[src/rtl/load_store_unit.sv]
// Load/store unit: checks, issues and completes one load or store to a req/ack data memory.
// Latency: accept T, oMemReq from T+1, result pulse one cycle after iMemAck; exceptions in T+1.
// Backpressure: oReqReady only in IDLE, one outstanding access, bus timeout after TIMEOUT_CYCLES.
module load_store_unit #(
  parameter int unsigned TIMEOUT_CYCLES = 255
) (
  input  logic        iClk,
  input  logic        iRst,
  input  logic        iReqValid,
  output logic        oReqReady,
  input  logic        iReqWrite,
  input  logic [2:0]  iReqFunct3,
  input  logic [31:0] iReqAddr,
  input  logic [31:0] iReqWData,
  input  logic [4:0]  iReqRd,
  output logic        oMemReq,
  output logic        oMemWe,
  output logic [31:0] oMemAddr,
  output logic [3:0]  oMemBe,
  output logic [31:0] oMemWData,
  input  logic        iMemAck,
  input  logic [31:0] iMemRData,
  output logic        oWbValid,
  output logic [4:0]  oWbRd,
  output logic [31:0] oWbData,
  output logic        oStoreDone,
  output logic        oExcValid,
  output logic [1:0]  oExcCode,
  output logic [31:0] oExcAddr
);

  typedef enum logic [1:0] {S_IDLE, S_REQ, S_RESP, S_EXC} state_t;

  localparam logic [7:0] TIMEOUT_LIM = 8'(TIMEOUT_CYCLES);

  state_t      state_q, state_d;
  logic        we_q, we_d;
  logic [2:0]  f3_q, f3_d;
  logic [31:0] req_addr_q, req_addr_d;
  logic [4:0]  rd_q, rd_d;
  logic [3:0]  mem_be_q, mem_be_d;
  logic [31:0] mem_wdata_q, mem_wdata_d;
  logic [7:0]  cnt_q, cnt_d;
  logic [4:0]  wb_rd_q, wb_rd_d;
  logic [31:0] wb_data_q, wb_data_d;
  logic [1:0]  exc_code_q, exc_code_d;
  logic [31:0] exc_addr_q, exc_addr_d;

  logic        req_illegal, req_misaligned;
  logic [3:0]  req_be;
  logic [31:0] req_wdata, ld_shift, ld_data;

  // Decode the incoming request: legality, alignment, lane enables and replicated store data.
  always_comb begin
    req_illegal    = (iReqFunct3 == 3'b011) || (iReqFunct3 == 3'b110) ||
                     (iReqFunct3 == 3'b111) || (iReqFunct3[2] && iReqWrite);
    req_misaligned = ((iReqFunct3[1:0] == 2'b01) && iReqAddr[0]) ||
                     ((iReqFunct3[1:0] == 2'b10) && (iReqAddr[1:0] != 2'b00));
    case (iReqFunct3[1:0])
      2'b00:   begin req_be = 4'b0001 << iReqAddr[1:0]; req_wdata = {4{iReqWData[7:0]}};  end
      2'b01:   begin req_be = 4'b0011 << iReqAddr[1:0]; req_wdata = {2{iReqWData[15:0]}}; end
      default: begin req_be = 4'b1111;                  req_wdata = iReqWData;            end
    endcase
  end

  // Shift the read word down to the addressed lane and extend per access size.
  always_comb begin
    ld_shift = iMemRData >> {req_addr_q[1:0], 3'b000};
    case (f3_q)
      3'b000:  ld_data = {{24{ld_shift[7]}}, ld_shift[7:0]};
      3'b100:  ld_data = {24'h0, ld_shift[7:0]};
      3'b001:  ld_data = {{16{ld_shift[15]}}, ld_shift[15:0]};
      3'b101:  ld_data = {16'h0, ld_shift[15:0]};
      default: ld_data = iMemRData;
    endcase
  end

  // Next-state logic for the transaction FSM and its captured request/result registers.
  always_comb begin
    state_d     = state_q;
    we_d        = we_q;
    f3_d        = f3_q;
    req_addr_d  = req_addr_q;
    rd_d        = rd_q;
    mem_be_d    = mem_be_q;
    mem_wdata_d = mem_wdata_q;
    cnt_d       = cnt_q;
    wb_rd_d     = wb_rd_q;
    wb_data_d   = wb_data_q;
    exc_code_d  = exc_code_q;
    exc_addr_d  = exc_addr_q;
    case (state_q)
      S_IDLE: begin
        if (iReqValid) begin
          we_d        = iReqWrite;
          f3_d        = iReqFunct3;
          req_addr_d  = iReqAddr;
          rd_d        = iReqRd;
          mem_be_d    = req_be;
          mem_wdata_d = req_wdata;
          cnt_d       = 8'd0;
          if (req_illegal) begin
            state_d    = S_EXC;
            exc_code_d = 2'b10;
            exc_addr_d = iReqAddr;
          end else if (req_misaligned) begin
            state_d    = S_EXC;
            exc_code_d = 2'b01;
            exc_addr_d = iReqAddr;
          end else begin
            state_d = S_REQ;
          end
        end
      end
      S_REQ: begin
        // An ack in the same cycle as the timeout limit still completes the access.
        if (iMemAck) begin
          state_d = S_RESP;
          if (!we_q) begin
            wb_rd_d   = rd_q;
            wb_data_d = ld_data;
          end
        end else if (cnt_q == TIMEOUT_LIM) begin
          state_d    = S_EXC;
          exc_code_d = 2'b11;
          exc_addr_d = req_addr_q;
        end else begin
          cnt_d = cnt_q + 8'd1;
        end
      end
      default: state_d = S_IDLE;
    endcase
  end

  // Register all state; reset aborts any transaction in flight.
  always_ff @(posedge iClk) begin
    if (iRst) begin
      state_q     <= S_IDLE;
      we_q        <= 1'b0;
      f3_q        <= 3'b000;
      req_addr_q  <= 32'h0;
      rd_q        <= 5'd0;
      mem_be_q    <= 4'h0;
      mem_wdata_q <= 32'h0;
      cnt_q       <= 8'd0;
      wb_rd_q     <= 5'd0;
      wb_data_q   <= 32'h0;
      exc_code_q  <= 2'b00;
      exc_addr_q  <= 32'h0;
    end else begin
      state_q     <= state_d;
      we_q        <= we_d;
      f3_q        <= f3_d;
      req_addr_q  <= req_addr_d;
      rd_q        <= rd_d;
      mem_be_q    <= mem_be_d;
      mem_wdata_q <= mem_wdata_d;
      cnt_q       <= cnt_d;
      wb_rd_q     <= wb_rd_d;
      wb_data_q   <= wb_data_d;
      exc_code_q  <= exc_code_d;
      exc_addr_q  <= exc_addr_d;
    end
  end

  assign oReqReady  = (state_q == S_IDLE);
  assign oMemReq    = (state_q == S_REQ);
  assign oMemWe     = we_q;
  assign oMemAddr   = {req_addr_q[31:2], 2'b00};
  assign oMemBe     = mem_be_q;
  assign oMemWData  = mem_wdata_q;
  assign oWbValid   = (state_q == S_RESP) && !we_q;
  assign oStoreDone = (state_q == S_RESP) && we_q;
  assign oWbRd      = wb_rd_q;
  assign oWbData    = wb_data_q;
  assign oExcValid  = (state_q == S_EXC);
  assign oExcCode   = exc_code_q;
  assign oExcAddr   = exc_addr_q;

endmodule

[config.mk]
export PLATFORM = sky130hd
export DESIGN_NAME = load_store_unit
export DESIGN_NICKNAME = d
export VERILOG_FILES = /design/src/rtl/load_store_unit.sv
export SDC_FILE = /design/constraint.sdc
export NUM_CORES = 1
export LEC_CHECK = 0
export ABC_AREA = 1
export ABC_CLOCK_PERIOD_IN_PS = 2090
export CAP_MARGIN = 5
export CORE_UTILIZATION = 35
export CTS_BUF_LIST = sky130_fd_sc_hd__clkbuf_4
export DETAILED_ROUTE_END_ITERATION = 10
export GPL_TIMING_DRIVEN = 0
export PLACE_DENSITY_LB_ADDON = 0.08
export SETUP_SLACK_MARGIN = 0.02
export SLEW_MARGIN = 0
export SYNTH_ARGS = -nofsm -noshare
export SYNTH_HDL_FRONTEND = slang
export SYNTH_SLANG_ARGS = --single-unit
[constraint.sdc]
create_clock -name iClk -period 2.09 [get_ports iClk]
set_input_delay 0.209 -clock iClk [delete_from_list [all_inputs] [get_ports iClk]]
set_output_delay 0.209 -clock iClk [all_outputs]
set_load 0.03 [all_outputs]
Word-level counts from Yosys, hierarchy flattened --
Index checks and enable logic that the tools add are counted.
Word-level totals: flip-flop bits (word level) 158, output and inout bits 145, logic and storage cells 79
Cells by class: $add $sub $neg 1, equal/unequal tests 18, shift operators 3, mux-type cells 24, bitwise logic cells 1, reduce and logical (&&, ||, !) cells 20
Operators by type and width (number):
- 32-bit 2-to-1 mux | 5
- 32-bit case mux with 2 select lines | 2
- 32-bit case mux with 4 select lines | 1
- 32-bit by 5-bit right shift with 16-bit output | 1
- 8-bit 2-to-1 mux | 3
- 2-bit 2-to-1 mux | 9
- 8-bit case mux with 2 select lines | 1
- 3-bit equality test, second input constant | 4
- 8-bit by 1-bit adder with 8-bit output, second input constant | 1
- 8-bit equality test, second input constant | 1
- 2-bit case mux with 2 select lines | 2
- 4-bit case mux with 2 select lines | 1
- 2-bit equality test, second input constant | 3
- 2-bit != test, second input constant | 3
- 3-bit by 1-bit != test with 1-bit output, second input constant | 2
- 1-bit logical AND | 5
- 5-bit AND reduction | 1
- 2-bit by 1-bit equality test with 1-bit output, second input constant | 2
- 2-bit logical NOT | 2
- 1-bit logical OR | 4
- 2-bit AND reduction | 2
- 4-bit AND reduction | 1
- 2-bit nonzero test | 2
- 1-bit by 2-bit left shift with 4-bit output, first input constant | 1
- other kinds (8) | 8

Depth between registers and ports, before layout --
depth in word-level cells 7, mapped depth 10, depth with buffers taken out 9

Least setup slack after synthesis --
No wires, ideal clock.
path type register to register, start register state_q[0], end register exc_addr_q[23] (netlist: oExcAddr[23]), library setup time 0.113 ns, arrival time 1.528 ns, required time 1.977 ns, slack 0.449 ns, cell stages (with the launch flop) 11, buffers on the path 4, path through dfxtp_1 buf_4 nor2_4 nand2_1 buf_6 o21ai_4 nand3_4 buf_6 buf_4 nor2_1 nor2_1
On the way: word-level cells in the longest chain between the ends 3, elaborated cells between the ends (all ways) 9, those cells by class eq/ne (5); mux (1); reduce/logical (3)
Ends and longest elaborated chain:
- start, declared | line 36 | state_t state_q, state_d;
- start signal, assigned | line 151 | state_q <= state_d;
- 2-bit logical NOT (*)
- via oReqReady | line 10 | output logic oReqReady,
- 3-bit by 1-bit != test with 1-bit output (no line), or another cell as far along
- 5-bit AND reduction (no line)
- end signal, assigned | line 162 | exc_addr_q <= exc_addr_d;
- end, declared | line 47 | logic [31:0] exc_addr_q, exc_addr_d;
Mark *: on every way through the listed nets, which the timed path passes. The rest lies on a longest branch. A chain may end at the register's enable or synchronous reset.

Final worst setup path --
start register req_addr_q[9], end output port oMemAddr[9]
RTL lines:
- start, declared | line 39 | logic [31:0] req_addr_q, req_addr_d;
- start signal, assigned | line 154 | req_addr_q <= req_addr_d;
- end, declared | line 18 | output logic [31:0] oMemAddr,
No word-level cell between the ends.

==> qor.yml <==
grt_overflow: 0
grt_max_degree: 20
area_growth_pct: 41.2
drv_cap: 0
dp_cells: 1685
p_seq_share_pct: 43.2
max_slew.worst_pin.slew_ns: 0.753
synth_ff_type: "dfxtp_1"
min_period_ns: 1.96
grt_pass1_vias: 7385
holdBufCountCts: 0
worstPathMaxFanout: 3
worst_setup_path_start_kind: "register"
wl_per_cell_um: 14.8
pwr-share-clk_pct: 23.0
ys_ff_latch: 158
num_io_pins: 254
place_ws_ns: -0.291
slew-limit-headroom_pct: 49.4
hp-class: "input pin to register"
arrival_ns: 1.76
ff_latch_area_sq_um: 3160
multi_input_area_sq_um: 3370
ys_async_sr_fraction_pct: 0
netlist_area_sq_um: 7590
hpwlAfterDp_mm: 19.1
swShare_pct: 37.6
peakVddDrop_v: 0.000315
fmax_mhz: 509
cts.path.max_buffers: 2
vias_per_cell: 4.64
drtAntennaViolNets: 0
fill_cells: 2253
crit_type: "register to output port"
grt_pass1_wl_mm: 38.9
synth_edf_count: 0
h-tree-depth: 4
firstDrtPassIters: 5
drive_above_1_share_pct: 7.15
grt_use_met1_pct: 29.2
vias: 7974
finalWirelength_mm: 25.3
die_w_um: 149
cts_root_buffer: "clkbuf_4"
rsz0062_at_grt: "no"
clkSlewWorstSetupHoldPaths_ns: 0.16
p_leak_nw: 4.91
ys_warn_count: 0
drt-initial-drc-count: 465
num_rows: 53
crit_slowest_cell: "clkdlybuf4s50_1"
track_usage_pct: 22.8
fin_tns_setup_ns: 0
syn_area_per_cell_sq_um: 6.56
grt_antenna_before_repair: 1
core_sq_um: 21200
cts_num_sinks: 158
insertion_delay_ns: 0.58
dieArea_sq_um: 22300
setup_slack_ns: 0.126
worstPathRequired_ns: 1.88
synth.distinct_cells: 31
power_frac_comb_pct: 33.8
post-cts-setup-buffers: 0
port_buffers: 251
status: "completed"
busiest_layer: "met2"
p_int_mw: 5.03
cts_tree: "built"
finalNetCount: 1538
p_switching_mw: 3.03
hold_viol: 0
slew_violations: 0
ys_seq_area_share_pct: 41.7
worstSetupEndpointType: "output port"
stdcell_count: 1717
globalRouteMet2Util_pct: 37.0
drc: 0
power_density_nw_per_um2: 752
max_stage_delay_ns: 0.66
gp_congestion: 0.865
die_h_um: 149
setup_viol: 0
start_util_pct: 35.9
path_cells: "buf_4 -> clkdlybuf4s50_1"
fin_crit_sh_pct: 94.0
syn-instance-count: 1158
cts_buffers: 17
grt_use_met3_pct: 6.94
skew_ns: 0.0253
registers in the layout (all words and copies together) (netlist names):
name,flops
oExcAddr,32
oMemWData,32
oWbData,32
req_addr_q,32
cnt_q,8
oWbRd,5
rd_q,5
oMemBe,4
f3_q,3
oExcCode,2
state_q,2
oMemWe,1
layer usage:
layer,share of wire (%),vias up
met5,0,-
met1,45,3560
met3,8.1,20
li1,-,4140
met2,45,254
met4,1.2,0
power by group through the flow:
stage                     registers, mW  clock network (mW)  logic (mW)
after floorplan                    3.94                   0        1.20
after global placement             3.55                   0        2.72
after detailed placement           3.55                   0        2.73
after CTS                          3.49                1.91        2.74
after global routing               3.53                2.05        2.96
final                              3.49                1.85        2.72
path summary, 6_finish.rpt:
kind              slack (ns)                     endpoint  cells after the start                        start
hold / removal          0.16   oMemWData[27]$_SDFFE_PP0P_                      3                iReqWData[27]
setup / recovery        0.13                  oMemAddr[9]                      2   req_addr_q[9]$_SDFFE_PP0P_
setup reg to reg        0.19     oWbData[14]$_SDFFE_PP0P_                      9      state_q[0]$_SDFFE_PP0P_
hold reg to reg         0.48  req_addr_q[18]$_SDFFE_PP0P_                      2  req_addr_q[18]$_SDFFE_PP0P_
per-stage QoR:
stage               util (%)  cell area [sq um]  power (mW)  hold slack, ns
floorplan                  -               7590        5.14           0.348
global placement        49.4              10500        6.28           0.452
detailed placement      49.4              10500        6.28           0.457
CTS                     50.7              10700        8.14           0.131
global route            50.7              10700        8.54           0.118
finish                  50.7              10700        8.06           0.164
cells in the final DEF, fill, tap and decap left out, types with 6 or more instances in the layout:
cell / instances
a21oi_1: 52
buf_1: 9
buf_2: 15
buf_4: 35
clkbuf_1: 33
clkbuf_4: 18
clkdlybuf4s50_1: 245
dfxtp_1: 158
inv_1: 133
nand2_1: 265
nand3_1: 46
nand4_1: 13
nor2_1: 212
nor3_1: 6
o211ai_1: 9
o21ai_0: 133
layout make-up:
class                   instances  area share [%]
well taps                     275            3.21
clock inverters                14            1.25
repair buffers                251            23.3
diodes                          1          0.0233
clock buffers                  18            1.26
multi-input cells             766            31.5
inverters                     138            4.83
plain buffers                  96            5.14
flip-flops and latches        158            29.5
cell usage after synthesis, types with 4 or more instances:
master | count | area, sq um
nand2_1 | 265 | 995
nor2_1 | 212 | 796
dfxtp_1 | 158 | 3160
inv_1 | 133 | 499
o21ai_0 | 133 | 666
a21oi_1 | 52 | 260
nand3_1 | 47 | 235
buf_4 | 35 | 263
clkbuf_1 | 33 | 124
buf_2 | 16 | 80.1
nand4_1 | 13 | 81.3
buf_1 | 9 | 33.8
o211ai_1 | 9 | 67.6
nor3_1 | 6 | 30.0
a22o_1 | 5 | 43.8
o22ai_1 | 5 | 31.3
a31oi_1 | 4 | 25.0
buf_6 | 4 | 45.0
inv_2 | 4 | 15.0
critical path: cells and delay by family, from the launching register on:
kind	cells	cell delay (ns)
DFF	1	0.40
buffers and inverters	2	0.78
logic make-up (layout without fill, tap and decap cells):
logic type / after synthesis / after routing / synth area share [%]
other cells: 1 / 3 / 0.0494
xor+xnor: 1 / 1 / 0.115
compound gates: 209 / 209 / 14.6
flops: 158 / 158 / 41.7
simple gates: 553 / 553 / 29.4
buf+inv: 235 / 517 / 14.0
fa+ha+maj: 1 / 1 / 0.165
timing repair:
item / CTS / global route
gates resized for setup: 9 / 11
cloned: 0 / 0
setup endpoints to repair: 5 / 6
Power figures use the tool's default switching activity.
